## src/rtl/pwm_pkg.sv

```systemverilog
// Shared types and defaults for the PWM generator.
// Holds the run-state encoding and the default datapath width.
package pwm_pkg;

  localparam int WIDTH = 8;

  typedef enum logic [1:0] {
    IDLE = 2'd0,
    RUN  = 2'd1,
    STOP = 2'd2
  } state_t;

endpackage

```

## src/rtl/pwm_period_cnt.sv

```systemverilog
// PWM position counter: counts 0..period while run is high.
// wrap marks the last clock of each PWM cycle.
module pwm_period_cnt
  import pwm_pkg::*;
#(
  parameter int N = WIDTH
) (
  input  logic         clock,
  input  logic         reset_n,
  input  logic         run,
  input  logic [N-1:0] period,
  output logic [N-1:0] cnt,
  output logic         wrap
);

  localparam logic [N-1:0] ONE = {{(N-1){1'b0}}, 1'b1};

  assign wrap = run && (cnt == period);

  always_ff @(posedge clock or negedge reset_n) begin
    if (!reset_n) begin
      cnt <= '0;
    end else if (!run || wrap) begin
      cnt <= '0;
    end else begin
      cnt <= cnt + ONE;
    end
  end

endmodule

```

## src/rtl/pwm_gen.sv

```systemverilog
// PWM generator with staged period/duty updates and graceful stop.
// Define PWM_GEN_IRQ_EN to add the sticky irq output and irq_clr input.
module pwm_gen
  import pwm_pkg::*;
#(
  parameter int N = WIDTH
) (
  input  logic         clock,
  input  logic         reset_n,
  input  logic         en,
  input  logic [N-1:0] period,
  input  logic [N-1:0] duty,
  input  logic         load,
  output logic [N-1:0] cnt,
  output logic         pwm_out,
  output logic         period_end,
`ifdef PWM_GEN_IRQ_EN
  output logic         irq,
  input  logic         irq_clr,
`endif
  output logic         busy
);

  state_t       state;
  logic [N-1:0] per_act;
  logic [N-1:0] duty_act;
  logic [N-1:0] per_stg;
  logic [N-1:0] duty_stg;
  logic         pend;
  logic         wrap;

  assign busy = (state != IDLE);

  pwm_period_cnt #(.N(N)) u_cnt (
    .clock   (clock),
    .reset_n (reset_n),
    .run     (busy),
    .period  (per_act),
    .cnt     (cnt),
    .wrap    (wrap)
  );

  assign period_end = wrap;
  assign pwm_out    = busy && (cnt < duty_act);

  always_ff @(posedge clock or negedge reset_n) begin
    if (!reset_n) begin
      state    <= IDLE;
      per_act  <= '0;
      duty_act <= '0;
      per_stg  <= '0;
      duty_stg <= '0;
      pend     <= 1'b0;
    end else begin
      if (load) begin
        per_stg  <= period;
        duty_stg <= duty;
      end
      pend <= wrap ? 1'b0 : (pend | load);
      // a load on the wrap clock bypasses staging
      if (wrap) begin
        if (load) begin
          per_act  <= period;
          duty_act <= duty;
        end else if (pend) begin
          per_act  <= per_stg;
          duty_act <= duty_stg;
        end
      end
      unique case (state)
        IDLE: begin
          if (en) begin
            state    <= RUN;
            per_act  <= period;
            duty_act <= duty;
          end
        end
        RUN: begin
          if (!en) state <= wrap ? IDLE : STOP;
        end
        STOP: begin
          if (en)        state <= RUN;
          else if (wrap) state <= IDLE;
        end
        default: state <= IDLE;
      endcase
    end
  end

`ifdef PWM_GEN_IRQ_EN
  always_ff @(posedge clock or negedge reset_n) begin
    if (!reset_n) begin
      irq <= 1'b0;
    end else if (wrap) begin
      irq <= 1'b1;
    end else if (irq_clr) begin
      irq <= 1'b0;
    end
  end
`endif

endmodule

```

## config.mk

```make
export PLATFORM = sky130hd
export DESIGN_NAME = pwm_gen
export DESIGN_NICKNAME = d
export VERILOG_FILES = /design/src/rtl/pwm_pkg.sv /design/src/rtl/pwm_period_cnt.sv /design/src/rtl/pwm_gen.sv
export SDC_FILE = /design/constraint.sdc
export NUM_CORES = 1
export LEC_CHECK = 0
export BUFFER_PORTS_ARGS = -buffer_cell sky130_fd_sc_hd__buf_2
export CORE_AREA = 2 2 64 66
export DETAILED_ROUTE_END_ITERATION = 10
export DIE_AREA = 0 0 66 68
export GPL_TIMING_DRIVEN = 0
export PLACE_DENSITY = 0.9
export SLEW_MARGIN = 20
export SYNTH_ARGS = -nofsm -noshare
export SYNTH_HDL_FRONTEND = slang
export SYNTH_SLANG_ARGS = --single-unit
export TNS_END_PERCENT = 30
```

## constraint.sdc

```tcl
create_clock -name clock -period 3 [get_ports clock]
set_clock_uncertainty 0.2 [all_clocks]
set_input_delay 0.3 -clock clock [delete_from_list [all_inputs] [get_ports clock]]
set_output_delay 0.3 -clock clock [all_outputs]
set_load 0.01 [all_outputs]
```

==> run metrics <==
PD cells=572 nW/um2; cell taking the most area after synthesis=dfrtp_1; clock power share=22.9%; Clock Latency Late Sink=0.29 ns; Vias=1574; Fin. Hold Viols=0; drt drc=0; sequential share of power=53.0%; TNS Setup=0 ns; Worst Max-Slew Pin Slew=0.915 ns; peak supply drop=0.000321 V; Max-Cap Viols=0; top cell type's share of synthesized area=48.7%; Total Wirelength=around 4.4 mm; crit path DAT=approximately 1.9 ns; pin count of the biggest net entering global routing=44; gr usage total=21.7%; width of the die=66 um; io pins=31; Combinational Power Share=24.1%; Power Total=around 1.4 mW; layout cells sized above 1=31.4%; crit end category=primary output; final worst slack=0.632 ns; leakage=1.21 nW; FF+latch count, synth=43; port bufs=29; Die ar.=4490 um2; Mean Syn Cell Area=12.0 um2; Yosys Warn Count=0; CTS max path bufs=2; Mapped Area=2210 um2; Synth Instances=184; Setup-failing EPs final=0; clk sinks=43; Design Area, Final=2500 um2; CP Class=reg2out; Synth area leaders=dfrtp_1 (49%), mux2_2 (8.2%), o221a_1 (5.1%); Worst setup SP type=flop; htree depth=2; switching share of power=29.7%; wire length per cell=16.2 um; initial antenna violation count=0; TritonCTS clock tree=built; vias in the first global route=1473; Pint=1.00 mW; Max Slew Vio Count=0; Yosys cell types=35; cts repair resizes=0; first-pass GRT wire length=~7 mm; Post-DRT Antenna Nets=0; Detailed Route Iter0 Violations=54; Site Rows=23; Hold WC Path Type=in2reg; drt via density=5.83; period utilisation layout=78.9%; clock-pin slew on the worst setup and hold paths=roughly 0.070 ns; Crit Path Max Fanout=6; RSZ-0062 raised after global routing=false; First-pass DRT Iterations=4; Fmax=between 400 and 500 MHz; Initial Util=57.3%; Detail Placement HPWL=3.20 mm; Placed Instances=263; gr ovfl total=0; root buf cell=clkbuf_8; status=complete, no violations; fillers=313; GPL Wtd Cong=about 0.79; Place WS=0.827 ns; Area growth, synth to finish=13.1%; CTS buffer count=5; core area=3860 um2; clock period minus worst slack=2.37 ns; layout net count=249; Seq/Total Area, Yosys=48.7%; sw power=0.424 mW; die height=68 um; Syn Nets=212; max_slew headroom=about two fifths; Worst EP required=2.50 ns; Post-Layout Cell Count=270; Cell Area, Placed=2420 um2; n_diodes=0
## repair_timing
| action | in CTS | in global routing |
|---|---|---|
| endpoints found under the hold margin | 43 | 0 |
| hold buffers | 1 | 0 |
| buffers inserted | 0 | 0 |
## synth_stat cells
| cell | instances |
|---|---|
| nor2_1 | 11 |
| a21o_1 | 3 |
| nand4_2 | 2 |
| nor4_4 | 1 |
| xor2_1 | 4 |
| buf_4 | 2 |
| o211ai_1 | 7 |
| mux2i_1 | 9 |
| nand4_1 | 2 |
| a211oi_1 | 1 |
| or2_2 | 1 |
| a21oi_1 | 1 |
| nor3_1 | 1 |
| o211a_1 | 1 |
| ha_1 | 8 |
| a21o_2 | 1 |
| o221a_2 | 6 |
| xnor2_2 | 1 |
| o221a_1 | 10 |
| nand2b_1 | 1 |
| dfrtp_1 | 43 |
| o21ai_1 | 1 |
| nand2_1 | 17 |
| buf_2 | 1 |
| buf_6 | 1 |
| and3_1 | 2 |
| clkbuf_1 | 4 |
| inv_1 | 9 |
| nor3_4 | 1 |
| nor2_2 | 1 |
| a22oi_2 | 1 |
| a21boi_0 | 1 |
| mux2_2 | 16 |
| nand3_1 | 3 |
| xnor2_1 | 10 |
## layout make-up
class	instances	area [um2]	share of cell area, %
buffer	8	46.3	1.85
sequential	43	1080	43.1
clock buffer	6	72.6	2.90
multi-input combinational	124	1050	42.1
timing repair buffer	30	155	6.21
tap	50	62.6	2.50
inverter	9	33.8	1.35
## per-layer routing
metal	up-vias	track usage [%]	part of all wire, %
met1	784	27.2	45
li1	742	-	-
met3	8	4.77	4.0
met4	0	8.67	2.4
met5	-	0	0
met2	40	36.9	49
## power groups by stage
stage	Clock [mW]	Combinational (mW)	Sequential, mW
floorplan	0	0.247	0.749
global placement	0	0.325	0.760
detailed placement	0	0.342	0.767
CTS	0.334	0.349	0.757
global route	0.365	0.379	0.771
finish	0.327	0.344	0.757
## final timing paths
check                                  start           to  slack [ns]  cells after the start
worst min register to register   duty_stg[4]  duty_stg[4]        0.31                      1
min in group asynchronous            reset_n  duty_act[1]        0.49                      2
worst min-delay path                      en     state[1]        0.01                      2
worst max-delay path            u_cnt.cnt[1]      pwm_out        0.63                      6
max in group asynchronous            reset_n   per_stg[5]        1.55                      2
worst max register to register  u_cnt.cnt[1]  duty_act[6]        0.81                      6
## cell families after synthesis
logic type / share of synthesized area (%)
muxes: 12.2
xor gates and xnor gates: 6.29
and+or+nand+nor: 10.5
buffers and inverters: 3.63
DFF: 48.7
AOI/OAI and AO/OA: 14.1
adders and majority gates: 4.53
## critical path, stage by stage (launching register included)
cell,delay [ns]
dfrtp_1,0.45
ha_1,0.34
a21o_1,0.16
a21o_1,0.17
a21oi_1,0.15
o211a_1,0.18
buf_2,0.13
## flip-flops by register name, summed over array words and instances (netlist names)
| register | count |
|---|---|
| state | 2 |
| per_stg | 8 |
| duty_stg | 8 |
| u_cnt.cnt | 8 |
| duty_act | 8 |
| per_act | 8 |
| pend | 1 |
## through the flow
stage               hold WS [ns]  utilization, %
finish                    0.0134            64.8
global route              0.0242            64.8
CTS                       0.0134            64.8
detailed placement         0.284            62.7
global placement           0.290            62.7
floorplan                 -0.196               -
## layout by cell type, fill, tap and decap left out, types with 2 or more instances in the layout
cell type,count
buf_2,30
clkbuf_1,5
ha_1,8
dfrtp_1,43
buf_4,2
mux2_2,16
mux2i_1,9
nand3_1,3
xnor2_1,10
nand4_2,2
and3_1,2
inv_1,9
nor2_1,11
o211ai_1,7
nand2_1,17
o221a_2,6
a21o_1,3
clkbuf_8,5
o221a_1,10
xor2_1,4
nand4_1,2
(Power assumes the default switching activity.)
